$ cat config.mk
export PLATFORM = sky130hd
export DESIGN_NAME = seg_field_scanner
export DESIGN_NICKNAME = d
export VERILOG_FILES = /design/src/rtl/snake_pkg.sv /design/src/rtl/seg_cell_map.sv /design/src/rtl/seg_field_scanner.sv
export SDC_FILE = /design/constraint.sdc
export NUM_CORES = 1
export LEC_CHECK = 0
export CAP_MARGIN = 20
export CORE_ASPECT_RATIO = 0.7
export CORE_MARGIN = 10
export CORE_UTILIZATION = 30
export DETAILED_ROUTE_END_ITERATION = 6
export GPL_ROUTABILITY_DRIVEN = 0
export GPL_TIMING_DRIVEN = 0
export HOLD_SLACK_MARGIN = 0.15
export PLACE_DENSITY = 0.44
export SLEW_MARGIN = 20
export SYNTH_ARGS = -nofsm -noshare
export SYNTH_HDL_FRONTEND = slang
export SYNTH_SLANG_ARGS = --single-unit
$ cat constraint.sdc
create_clock -name clk -period 3.1 [get_ports clk]
set_clock_uncertainty 0.05 [all_clocks]
set_input_delay 0.465 -clock clk [delete_from_list [all_inputs] [get_ports clk]]
set_output_delay 0.465 -clock clk [all_outputs]
set_load 0.02 [all_outputs]
$ cat src/rtl/snake_pkg.sv
// Shared definitions for the snake field: geometry, 7-segment cell map and scanner states.
package snake_pkg;

    localparam int FIELD_ROWS = 7;
    localparam int FIELD_COLS = 21;

    localparam int SEG_ITEMS = 8;

    // Item order A, B, C, D, E, F, G, DP; the column offset is relative to 3*digit.
    localparam logic [2:0] SEG_ROW  [SEG_ITEMS] = '{3'd1, 3'd2, 3'd4, 3'd5, 3'd4, 3'd2, 3'd3, 3'd5};
    localparam logic [4:0] SEG_COFF [SEG_ITEMS] = '{5'd2, 5'd3, 5'd3, 5'd2, 5'd1, 5'd1, 5'd2, 5'd3};

    typedef enum logic [1:0] {
        IDLE    = 2'd0,
        FETCH   = 2'd1,
        CAPTURE = 2'd2,
        SHOW    = 2'd3
    } scan_state_e;

endpackage

$ cat src/rtl/seg_cell_map.sv
// Maps (digit, segment item) to the field cell that backs that segment.
module seg_cell_map
    import snake_pkg::*;
(
    input  logic [2:0] i_digit,
    input  logic [2:0] i_item,
    output logic [2:0] o_row,
    output logic [4:0] o_col
);

    logic [4:0] w_base_col;

    // At most 3*5+3 = 18 for six digits, so 5 bits never overflow.
    always_comb begin
        w_base_col = {2'b00, i_digit} * 5'd3;
        o_row      = SEG_ROW[i_item];
        o_col      = w_base_col + SEG_COFF[i_item];
    end

endmodule

$ cat src/rtl/seg_field_scanner.sv
// Scans the snake field memory onto a bank of common-segment 7-segment digits,
// one digit at a time, with blanking while each digit's cells are fetched.
module seg_field_scanner
    import snake_pkg::*;
#(
    parameter int NUM_DIGITS  = 6,
    parameter int REFRESH_DIV = 1000
) (
    input  logic                  clk,
    input  logic                  rst_n,
    input  logic                  en,
    output logic [2:0]            rd_row,
    output logic [4:0]            rd_col,
    input  logic                  rd_data,
    output logic                  segA,
    output logic                  segB,
    output logic                  segC,
    output logic                  segD,
    output logic                  segE,
    output logic                  segF,
    output logic                  segG,
    output logic                  segDP,
    output logic [NUM_DIGITS-1:0] dig_n,
    output logic                  frame_done
);

    localparam int              CW         = $clog2(REFRESH_DIV + 1);
    localparam logic [CW-1:0]   DWELL_LAST = CW'(REFRESH_DIV - 1);
    localparam logic [2:0]      DIGIT_LAST = 3'(NUM_DIGITS - 1);

    scan_state_e            r_state;
    logic [2:0]             r_digit;
    logic [2:0]             r_item;
    logic [CW-1:0]          r_dwell;
    logic [6:0]             r_shadow;
    logic [7:0]             r_seg;
    logic [NUM_DIGITS-1:0]  r_dig_n;
    logic                   r_frame_done;
    logic [2:0]             r_rd_row;
    logic [4:0]             r_rd_col;

    logic                   w_dwell_done;
    logic [2:0]             w_digit_next;
    logic [2:0]             w_map_digit;
    logic [2:0]             w_map_item;
    logic [2:0]             w_map_row;
    logic [4:0]             w_map_col;
    logic                   w_last_show_next;

    always_comb begin
        w_dwell_done = (r_state == SHOW) && (r_dwell == DWELL_LAST);
        w_digit_next = (r_digit == DIGIT_LAST) ? 3'd0 : r_digit + 3'd1;
        // The address register is loaded one edge ahead of the FETCH cycle that uses it.
        w_map_digit  = (r_state == SHOW) ? w_digit_next : r_digit;
        w_map_item   = (r_state == FETCH) ? r_item + 3'd1 : 3'd0;
        w_last_show_next = (r_digit == DIGIT_LAST) &&
            (((r_state == CAPTURE) && (DWELL_LAST == '0)) ||
             ((r_state == SHOW) && !w_dwell_done && ((r_dwell + CW'(1)) == DWELL_LAST)));
    end

    seg_cell_map u_map (
        .i_digit (w_map_digit),
        .i_item  (w_map_item),
        .o_row   (w_map_row),
        .o_col   (w_map_col)
    );

    always_ff @(posedge clk or negedge rst_n) begin
        if (!rst_n) begin
            r_state      <= IDLE;
            r_digit      <= '0;
            r_item       <= '0;
            r_dwell      <= '0;
            r_shadow     <= '1;
            r_seg        <= '1;
            r_dig_n      <= '1;
            r_frame_done <= 1'b0;
            r_rd_row     <= '0;
            r_rd_col     <= '0;
        end else if (!en) begin
            r_state      <= IDLE;
            r_digit      <= '0;
            r_item       <= '0;
            r_dwell      <= '0;
            r_seg        <= '1;
            r_dig_n      <= '1;
            r_frame_done <= 1'b0;
        end else begin
            r_frame_done <= w_last_show_next;
            case (r_state)
                IDLE: begin
                    r_state  <= FETCH;
                    r_item   <= '0;
                    r_rd_row <= w_map_row;
                    r_rd_col <= w_map_col;
                end
                FETCH: begin
                    // Data for item k-1 arrives while item k is addressed.
                    if (r_item != 3'd0) begin
                        r_shadow <= {rd_data, r_shadow[6:1]};
                    end
                    if (r_item == 3'd7) begin
                        r_state <= CAPTURE;
                    end else begin
                        r_item   <= r_item + 3'd1;
                        r_rd_row <= w_map_row;
                        r_rd_col <= w_map_col;
                    end
                end
                CAPTURE: begin
                    r_seg   <= {rd_data, r_shadow};
                    r_dig_n <= ~(NUM_DIGITS'(1) << r_digit);
                    r_dwell <= '0;
                    r_state <= SHOW;
                end
                SHOW: begin
                    if (w_dwell_done) begin
                        r_seg    <= '1;
                        r_dig_n  <= '1;
                        r_dwell  <= '0;
                        r_digit  <= w_digit_next;
                        r_item   <= '0;
                        r_rd_row <= w_map_row;
                        r_rd_col <= w_map_col;
                        r_state  <= FETCH;
                    end else begin
                        r_dwell <= r_dwell + CW'(1);
                    end
                end
                default: begin
                    r_state <= IDLE;
                end
            endcase
        end
    end

    assign rd_row     = r_rd_row;
    assign rd_col     = r_rd_col;
    assign segA       = r_seg[0];
    assign segB       = r_seg[1];
    assign segC       = r_seg[2];
    assign segD       = r_seg[3];
    assign segE       = r_seg[4];
    assign segF       = r_seg[5];
    assign segG       = r_seg[6];
    assign segDP      = r_seg[7];
    assign dig_n      = r_dig_n;
    assign frame_done = r_frame_done;

endmodule

* After elaboration in Yosys (flattened, before gate mapping) *
Memory sizes are Yosys's and may differ from the RTL's.
Cells that the tools add are included.

storage, ports and cells
  register bits = 48
  ROM bits = 64
  memories kept = 2

memories
  memory            words  bits a word  read ports  clocked after Yosys merged registers in  wr ports  line                RTL
  (name not given)  8      5            1           0                                        0         seg_cell_map.sv:17  o_col = w_base_col + SEG_COFF[i_item];
  (name not given)  8      3            1           0                                        0         seg_cell_map.sv:16  o_row = SEG_ROW[i_item];

operators by class
  add/subtract/negate cells = 4
  $mul = 1
  $lt $le $gt $ge = 1
  equal/unequal tests = 16
  shifts and indexed selects = 1
  multiplexer cells = 34
  bitwise operators = 2
  reduce and logical (&&, ||, !) cells = 14

operators with widths
  cell                   number
  $mux 3                 13
  $eq 10x10->1 const B   2
  $mux 10                2
  $mux 5                 4
  $pmux 10 s2            1
  $pmux 3 s3             2
  $mux 8                 2
  $pmux 8 s2             1
  $pmux 5 s3             1
  $mux 6                 2
  $pmux 6 s2             1
  $add 10x1->10 const B  1
  $pmux 2 s4             1
  $add 3x1->3 const B    2
  $eq 3x3->1 const B     2
  $mux 2                 3
  $ne 3x3->1 const B     2
  $not 6->6              1
  $reduce_and 2->1       3
  $reduce_and 3->1       2
  $reduce_bool 3->1      2
  $shl 1x3->6 const A    1
  $add 5x5->5            1
  $mul 3x2->5 const B    1
  other kinds (14)       20

* Logic depth before layout (Yosys ltp) *
Gate-level depths: netlist (run 1).

  depth in word-level cells = 9
  mapped depth = 13
  gate-level depth less buffers = 12

* Cells and area by module *
A second synthesis (run 1) with hierarchy kept.

second synthesis, totals
  cell total of the unflattened synthesis = 263
  area total of the unflattened synthesis = 2728.9 µm²

modules (own cells, without submodules)
  module             times used  cells an instance  area an instance (µm²)  seq. area each (µm²)
  seg_field_scanner  1           233                2486.1                  1227.4
  seg_cell_map       1           30                 242.7                   0.0

* Worst setup path after synthesis (run 1) *
No wires, ideal clock.

  path kind = register to register
  start = register r_state[0]
  end = register r_rd_col[3], in the netlist rd_col[3]
  setup time = 0.125 ns
  arrival = 2.665 ns
  required time = 2.925 ns
  slack = 0.260 ns
  cell stages (with the launch flop) = 13
  path buffers = 1
  clock period less this slack = 2.840 ns
  cells stage by stage = dfrtp_1 ha_1 clkbuf_1 nand2_1 mux2_2 inv_1 fa_1 inv_1 ha_1 inv_1 fa_1 xnor2_1 mux2_2

between the ends
  cells in the longest elaborated chain, start to end = 9
  elaborated cells on any way between the ends = 19

ends and longest elaborated chain
  element                                              line                      RTL
  start, declared                                      seg_field_scanner.sv:31   scan_state_e r_state;
  start signal, assigned                               seg_field_scanner.sv:70   r_state <= IDLE;
  start signal, assigned                               seg_field_scanner.sv:81   r_state <= IDLE;
  start signal, assigned                               seg_field_scanner.sv:92   r_state <= FETCH;
  branches (longest 9 deep; another with $mul 3x2->5)  --
  end signal, assigned                                 seg_field_scanner.sv:95   r_rd_col <= w_map_col;
  end signal, assigned                                 seg_field_scanner.sv:107  r_rd_col <= w_map_col;
  end signal, assigned                                 seg_field_scanner.sv:124  r_rd_col <= w_map_col;
  end, declared                                        seg_field_scanner.sv:40   logic [4:0] r_rd_col;

Parallel ways; which one is timed is not known. The select of a mux whose other input is x is not followed.
A chain may end at the register's enable or synchronous reset.

* Worst setup path after layout (run 1) *
  start = register r_item[0]
  end = register r_rd_col[3], in the netlist rd_col[3]

between the ends
  cells in the longest elaborated chain, start to end = 9
  elaborated cells on any way between the ends = 13

ends and longest elaborated chain
  element                                    line                                                RTL
  start, declared                            seg_field_scanner.sv:33                             logic [2:0] r_item;
  start signal, assigned                     seg_field_scanner.sv:105                            r_item <= r_item + 3'd1;
  $add 3x1->3                                seg_field_scanner.sv:55                             w_map_item = (r_state == FETCH) ? r_item + 3'd1 : 3'd0;
  $mux 3                                     seg_field_scanner.sv:55
  $not 3->4 (implied by the code)            seg_cell_map.sv:17
  $mem_v2 8x5                                --
  $mux 5 (implied by the code) (2 in a row)  seg_cell_map.sv:17
  $add 5x5->5                                seg_cell_map.sv:17
  $mux 5 (on tied branches)                  seg_field_scanner.sv:117, seg_field_scanner.sv:102
  $pmux 5 s3                                 seg_field_scanner.sv:90                             case (r_state)

Several ways; a longest one is shown, not always the timed one. The select of a mux whose other input is x is not followed.

==> results of run 1 <==
## cells in the mapped netlist (3+ instances only)
master / count / share of area [%]
dfrtp_1: 27 / 24
mux2_2: 19 / 7.6
ha_1: 17 / 7.5
inv_1: 30 / 4.0
a31oi_1: 8 / 1.8
nand3_1: 5 / 0.89
o21a_1: 3 / 0.80
nor2_1: 17 / 2.3
nor2b_1: 4 / 0.89
a21oi_1: 5 / 0.89
nand2_1: 25 / 3.3
mux2i_1: 14 / 5.0
clkbuf_1: 7 / 0.93
nand4_1: 7 / 1.6
o21ai_0: 10 / 1.8
dfstp_2: 21 / 20
## worst max-delay path: stages (launching register included)
cell     delay (ns)
dfrtp_1        0.40
ha_1           0.21
ha_1           0.34
nand2_1        0.15
nor2_1         0.16
fa_1           0.42
inv_1          0.07
ha_1           0.17
inv_1          0.06
fa_1           0.37
xnor2_1        0.15
mux2_2         0.26
## kinds of logic after synthesis
| family | count (synthesis) | synth area share, % |
|---|---|---|
| AOI/OAI and AO/OA | 43 | 11.55 |
| buffers and inverters | 42 | 6.349 |
| and+or+nand+nor | 79 | 15.54 |
| xor gates and xnor gates | 3 | 0.9327 |
| muxes | 34 | 13.10 |
| adders and majority gates | 19 | 8.970 |
| DFF | 48 | 43.56 |
## registers in the layout, indices dropped and copies added, names as in the netlist
signal      flops
r_dwell        10
r_seg           8
r_shadow        7
dig_n           6
rd_col          5
r_digit         3
r_item          3
rd_row          3
r_state         2
frame_done      1
## per-stage QoR
step,util [%],worst slack [ns]
CTS,37.20,0.04589
floorplan,-,0.2599
finish,37.15,0.1954
detailed placement,35.36,0.04306
global route,37.15,0.02793
global placement,35.39,-0.05147
## worst paths after layout
check	endpoint	start
worst max-delay path	rd_col[3]	r_item[0]
worst min-delay path	rd_col[3]	rst_n
worst max register to register	rd_col[3]	r_item[0]
worst min register to register	r_seg[2]	r_seg[2]
max in group asynchronous	r_dwell[1]	rst_n
min in group clk	r_seg[2]	r_seg[2]
## area by class of cell
class                           count  area [µm²]  share of cell area [%]
Clock buffer                        6       150.1                   4.438
Timing Repair Buffer               25       247.7                   7.323
Inverter                           30       112.6                   3.328
Buffer                             10       58.81                   1.738
Multi-Input combinational cell    178        1414                   41.79
Tap cell                          124       155.1                   4.586
Sequential cell                    48        1227                   36.28
Clock inverter                      2       17.52                  0.5178
## power by group through the flow
stage	Combinational (mW)	Clock, mW	Sequential [mW]
4_1_cts	0.811	0.633	0.857
6_report	0.789	0.618	0.853
3_5_place_dp	0.806	0	0.866
2_1_floorplan	0.435	0	0.948
5_1_grt	0.889	0.658	0.873
3_3_place_gp	0.798	0	0.863
## layer usage
metal	vias to the layer above	global-route usage [%]
met5	-	0
li1	989	-
met1	983	13.24
met4	0	2.228
met2	34	12.52
met3	5	3.386
## repair_timing
action                                  in CTS  in global routing
hold buffers                                 0                  0
endpoints found under the setup margin       0                  1
buffers inserted                             0                  0
endpoints found under the hold margin        0                  0
resized for setup                            0                  1
==> impl_metrics.yaml, run 1 <==
outcome:
  status: "complete, no violations"
logic_synthesis:
  netlist_area_um2: 2818
  synth-seq-cells: 48
  synthArstFlopShare_pct: 100.0
  synth_fp_nets: 291
  ys.warnings.count: 0
  synth_flop_cell: "dfrtp_1"
  synth_enable_flop_cells: 0
  yosysSeqAreaShare_pct: 43.56
  syn_avg_cell_area_um2: 10.51
  netlist_instances: 268
  synthDistinctLibCells: 57
sta:
  worst_slew_pin_slew_ns: 0.7415
  tns_ns: 0
  slew_headroom_pct: 50.35
  setup_viol: 0
  timing.fmax_ghz: 0.3443
  finalHoldWorstSlack_ns: 0.1414
  hold_viol: 0
  fin_crit_sh_pct: 93.70
  final.min_clock_period_ns: 2.905
  rsz0062_at_grt: "no"
  maxSlewViolCount: 0
critical_path:
  r2r_slack_ns: 0.20
  critPathKind: "register to register"
  r2r_cells: 11
  setup.worst_path.start_class: "register"
  critPathRequiredTime_ns: 3.23
  critPathCaptureType: "register"
  worstPathArrival_ns: 3.04
  cp_max_fo: 5
pwr:
  power.leakage_nw: 1.504
  power_switching_mw: 0.7602
  pwr-share-seq_pct: 37.7
  p_comb_share_pct: 34.9
  swShare_pct: 33.63
  clkPwrFrac_pct: 27.3
  vdd.ir_drop.worst_v: 0.0003417
  power.density_nw_per_um2: 668.1
  power_mw: 2.260
  cell_internal_pwr_mw: 1.500
finish:
  layout-drive-gt1-share_pct: 22.74
  areaGrowthSynthToFinish_pct: 20.07
  diodes: 0
  fill_cells: 911
  fin_nets: 321
  final_common_cell: "inv_1"
  layout_common_cells: "30 x inv_1, 27 x dfrtp_1, 25 x nand2_1"
  fin_cells: 423
  design_area_um2: 3383
cts:
  clock_latency_ns: 0.30
  clkSinkCount: 48
  cts_buffers: 5
  clock_path_buffers: 2
  root_buffer: "clkbuf_16"
  cts_tree: "done"
  htree_levels: 2
  path_clk_slew_ns: 0.07
grt:
  grt_pass1_wl_mm: 10.16
  grt_usage_pct: 9.207
  grt_overflow: 0
  grt_pass1_vias: 1972
  antenna_found_initial: 0
  grt_max_degree: 49
route:
  route.detailed.drc: 0
  num_vias: 2011
  drtIter0Drc: 50
  first_pass_iters: 4
  wl_met1_mm: 3.368
  via_per_inst: 4.754
  wirelength_mm: 6.212
  top_layer: "met4"
  wl_met2_mm: 2.377
  met3WireLength_um: 424
  ant_nets: 0
  post_drt_wl_per_cell_um: 14.69
flow_run:
  maxCapViolCount: 0
place:
  placed_area_um2: 3221
  dp_cells: 417
  io_buffers: 25
  hpwl_mm: 4.440
floorplan:
  num_rows: 29
  die-width_um: 135.8
  start_util_pct: 30.94
  io_pins: 27
  die_h_um: 101.1
  die_area_um2: 13730
  core_area_um2: 9107
worst_hold_path:
  hp-class: "input pin to asynchronous set/reset pin"
(Power assumes the default switching activity.)
==> inputs of run 2 (changes only) <==
==> constraint.sdc (replaced) <==
create_clock -name clk -period 2.78 [get_ports clk]
set_clock_uncertainty 0.05 [all_clocks]
set_input_delay 0.417 -clock clk [delete_from_list [all_inputs] [get_ports clk]]
set_output_delay 0.417 -clock clk [all_outputs]
set_load 0.02 [all_outputs]
==> impl_metrics.yaml, run 2 (synthesis gave the netlist of run 1 again) <==
finish:
  areaGrowthSynthToFinish_pct: 26.29
  largest_register: "r_dwell"
  largest_reg_flops: 10
  fill_cells: 919
  reg_top3: "r_dwell: 10 flops, r_seg: 8 flops, r_shadow: 7 flops"
  layout_common_cells: "27 x inv_1, 25 x dfrtp_1, 24 x clkdlybuf4s50_1"
  fin_nets: 325
  final_common_cell: "inv_1"
  layout-drive-gt1-share_pct: 29.37
  fin_cells: 427
  postLayoutCoreUtil_pct: 39.07
  diodes: 0
critical_path:
  cp_common_cell: "ha_4"
  cp_slowest_cell: "dfrtp_2"
  critPathBufInv: 2
  slowest_delay_ns: 0.44
  critPathRequiredTime_ns: 2.90
  critPathKind: "register to register"
  path_cells: "ha_4 -> ha_4 -> nand2_4 -> nor2_4 -> fa_1 -> inv_1 -> ha_2 -> inv_2 -> fa_2 -> xnor2_2 -> mux2_4"
  crit_family: "adder cells"
  worstPathArrival_ns: 2.85
  critPathCaptureType: "register"
  cp_max_fo: 5
  setup.worst_path.start_class: "register"
grt:
  grt_overflow: 0
  grt_pass1_vias: 1971
  grt_usage_pct: 9.158
  grt_max_degree: 49
  grt_pass1_wl_mm: 10.16
  antenna_found_initial: 0
sta:
  final.min_clock_period_ns: 2.732
  finalHoldWorstSlack_ns: 0.4154
  fin_ws_ns: 0.04819
  timing.fmax_ghz: 0.3661
  rsz0062_at_grt: "yes"
  setup_viol: 0
  fin_crit_sh_pct: 98.27
  hold_viol: 0
  maxSlewViolCount: 0
  slew_headroom_pct: 47.45
  worst_slew_pin_slew_ns: 0.7847
floorplan:
  die-width_um: 135.8
  die_area_um2: 13730
  core_area_um2: 9107
  io_pins: 27
  die_h_um: 101.1
  num_rows: 29
  start_util_pct: 30.94
cts:
  clkSinkCount: 48
  htree_levels: 2
  root_buffer: "clkbuf_16"
  cts_tree: "done"
  cts_buffers: 5
  path_clk_slew_ns: 0.07
  clock_latency_ns: 0.29
  clock_path_buffers: 2
route:
  post_drt_wl_per_cell_um: 14.42
  route.detailed.drc: 0
  first_pass_iters: 4
  drtIter0Drc: 110
  num_vias: 2006
  wirelength_mm: 6.156
  ant_nets: 0
  via_per_inst: 4.698
place:
  dp_cells: 417
  dp_slack_ns: -0.09647
  io_buffers: 25
  hpwl_mm: 4.285
worst_hold_path:
  hp-class: "register to register"
pwr:
  power.density_nw_per_um2: 748.9
  power.leakage_nw: 1.573
  vdd.ir_drop.worst_v: 0.0003291
outcome:
  status: "complete, no violations"
flow_run:
  maxCapViolCount: 0
[run 2: metal layers]
layer / track usage (%) / vias up / share of wire (%)
li1: - / 1001 / -
met1: 13.48 / 962 / 53
met2: 11.92 / 36 / 40
met3: 3.237 / 7 / 6.8
met4: 2.723 / 0 / 0.96
met5: 0 / - / 0
[run 2: worst register-to-register path, stage by stage, from the launching register on]
cell and delay [ns]:
dfrtp_2 0.44, ha_4 0.18, ha_4 0.29, nand2_4 0.08, nor2_4 0.11, fa_1 0.40
inv_1 0.06, ha_2 0.17, inv_2 0.04, fa_2 0.39, xnor2_2 0.14, mux2_4 0.26
[run 2: path summary, 6_finish.rpt]
kind	start	end	slack, ns	depth (start not counted)
setup reg to reg	r_item[0]	rd_col[3]	0.05	11
hold reg to reg	r_seg[4]	r_seg[4]	0.42	2
setup / recovery	r_item[0]	rd_col[3]	0.05	11
min in group asynchronous	rst_n	rd_col[0]	0.64	2
hold / removal	r_seg[4]	r_seg[4]	0.42	2
max in group asynchronous	rst_n	r_digit[0]	1.59	2
[run 2: final cells by class]
cell class / count / area (µm²) / share of cell area [%]
flip-flops and latches: 48 / 1230 / 34.56
repair buffers: 30 / 287.8 / 8.087
multi-input cells: 178 / 1531 / 43.04
well taps: 124 / 155.1 / 4.360
clock buffers: 7 / 175.2 / 4.923
inverters: 30 / 115.1 / 3.235
plain buffers: 9 / 55.05 / 1.547
clock inverters: 1 / 8.758 / 0.2461
[run 2: what timing repair did]
item                       in CTS  in global routing
pin swaps                       0                  6
gates resized for setup         7                 18
setup endpoints to repair       1                  2
cloned                          0                  0
hold buffers                    1                  0
setup buffers                   2                  2
hold endpoints to repair       27                  0
[run 2: report_power, final]
part | internal [mW] | total [mW] | switching [mW]
clock | 0.447 | 0.729 | 0.282
combinational | 0.471 | 0.977 | 0.506
sequential | 0.873 | 0.959 | 0.0862
total | 1.79 | 2.67 | 0.875
[run 2: through the flow]
| step | TNS [ns] | total power [mW] | instance area [µm²] |
|---|---|---|---|
| 2_1_floorplan | 0 | 1.549 | 2831 |
| 4_1_cts | 0 | 2.640 | 3467 |
| 3_5_place_dp | -0.09647 | 1.862 | 3234 |
| 3_3_place_gp | -8.734 | 1.858 | 3237 |
| 5_1_grt | -0.06535 | 2.850 | 3558 |
| 6_report | 0 | 2.665 | 3558 |
==> inputs of run 3 (changes only) <==
--- a/config.mk
+++ b/config.mk
@@ -5,6 +5,7 @@
 export SDC_FILE = /design/constraint.sdc
 export NUM_CORES = 1
 export LEC_CHECK = 0
+export ABC_CLOCK_PERIOD_IN_PS = 2780
 export CAP_MARGIN = 20
 export CORE_ASPECT_RATIO = 0.7
 export CORE_MARGIN = 10
==> results of run 3 <==
No change in the layout: final DEF, timing and power equal those of run 2.
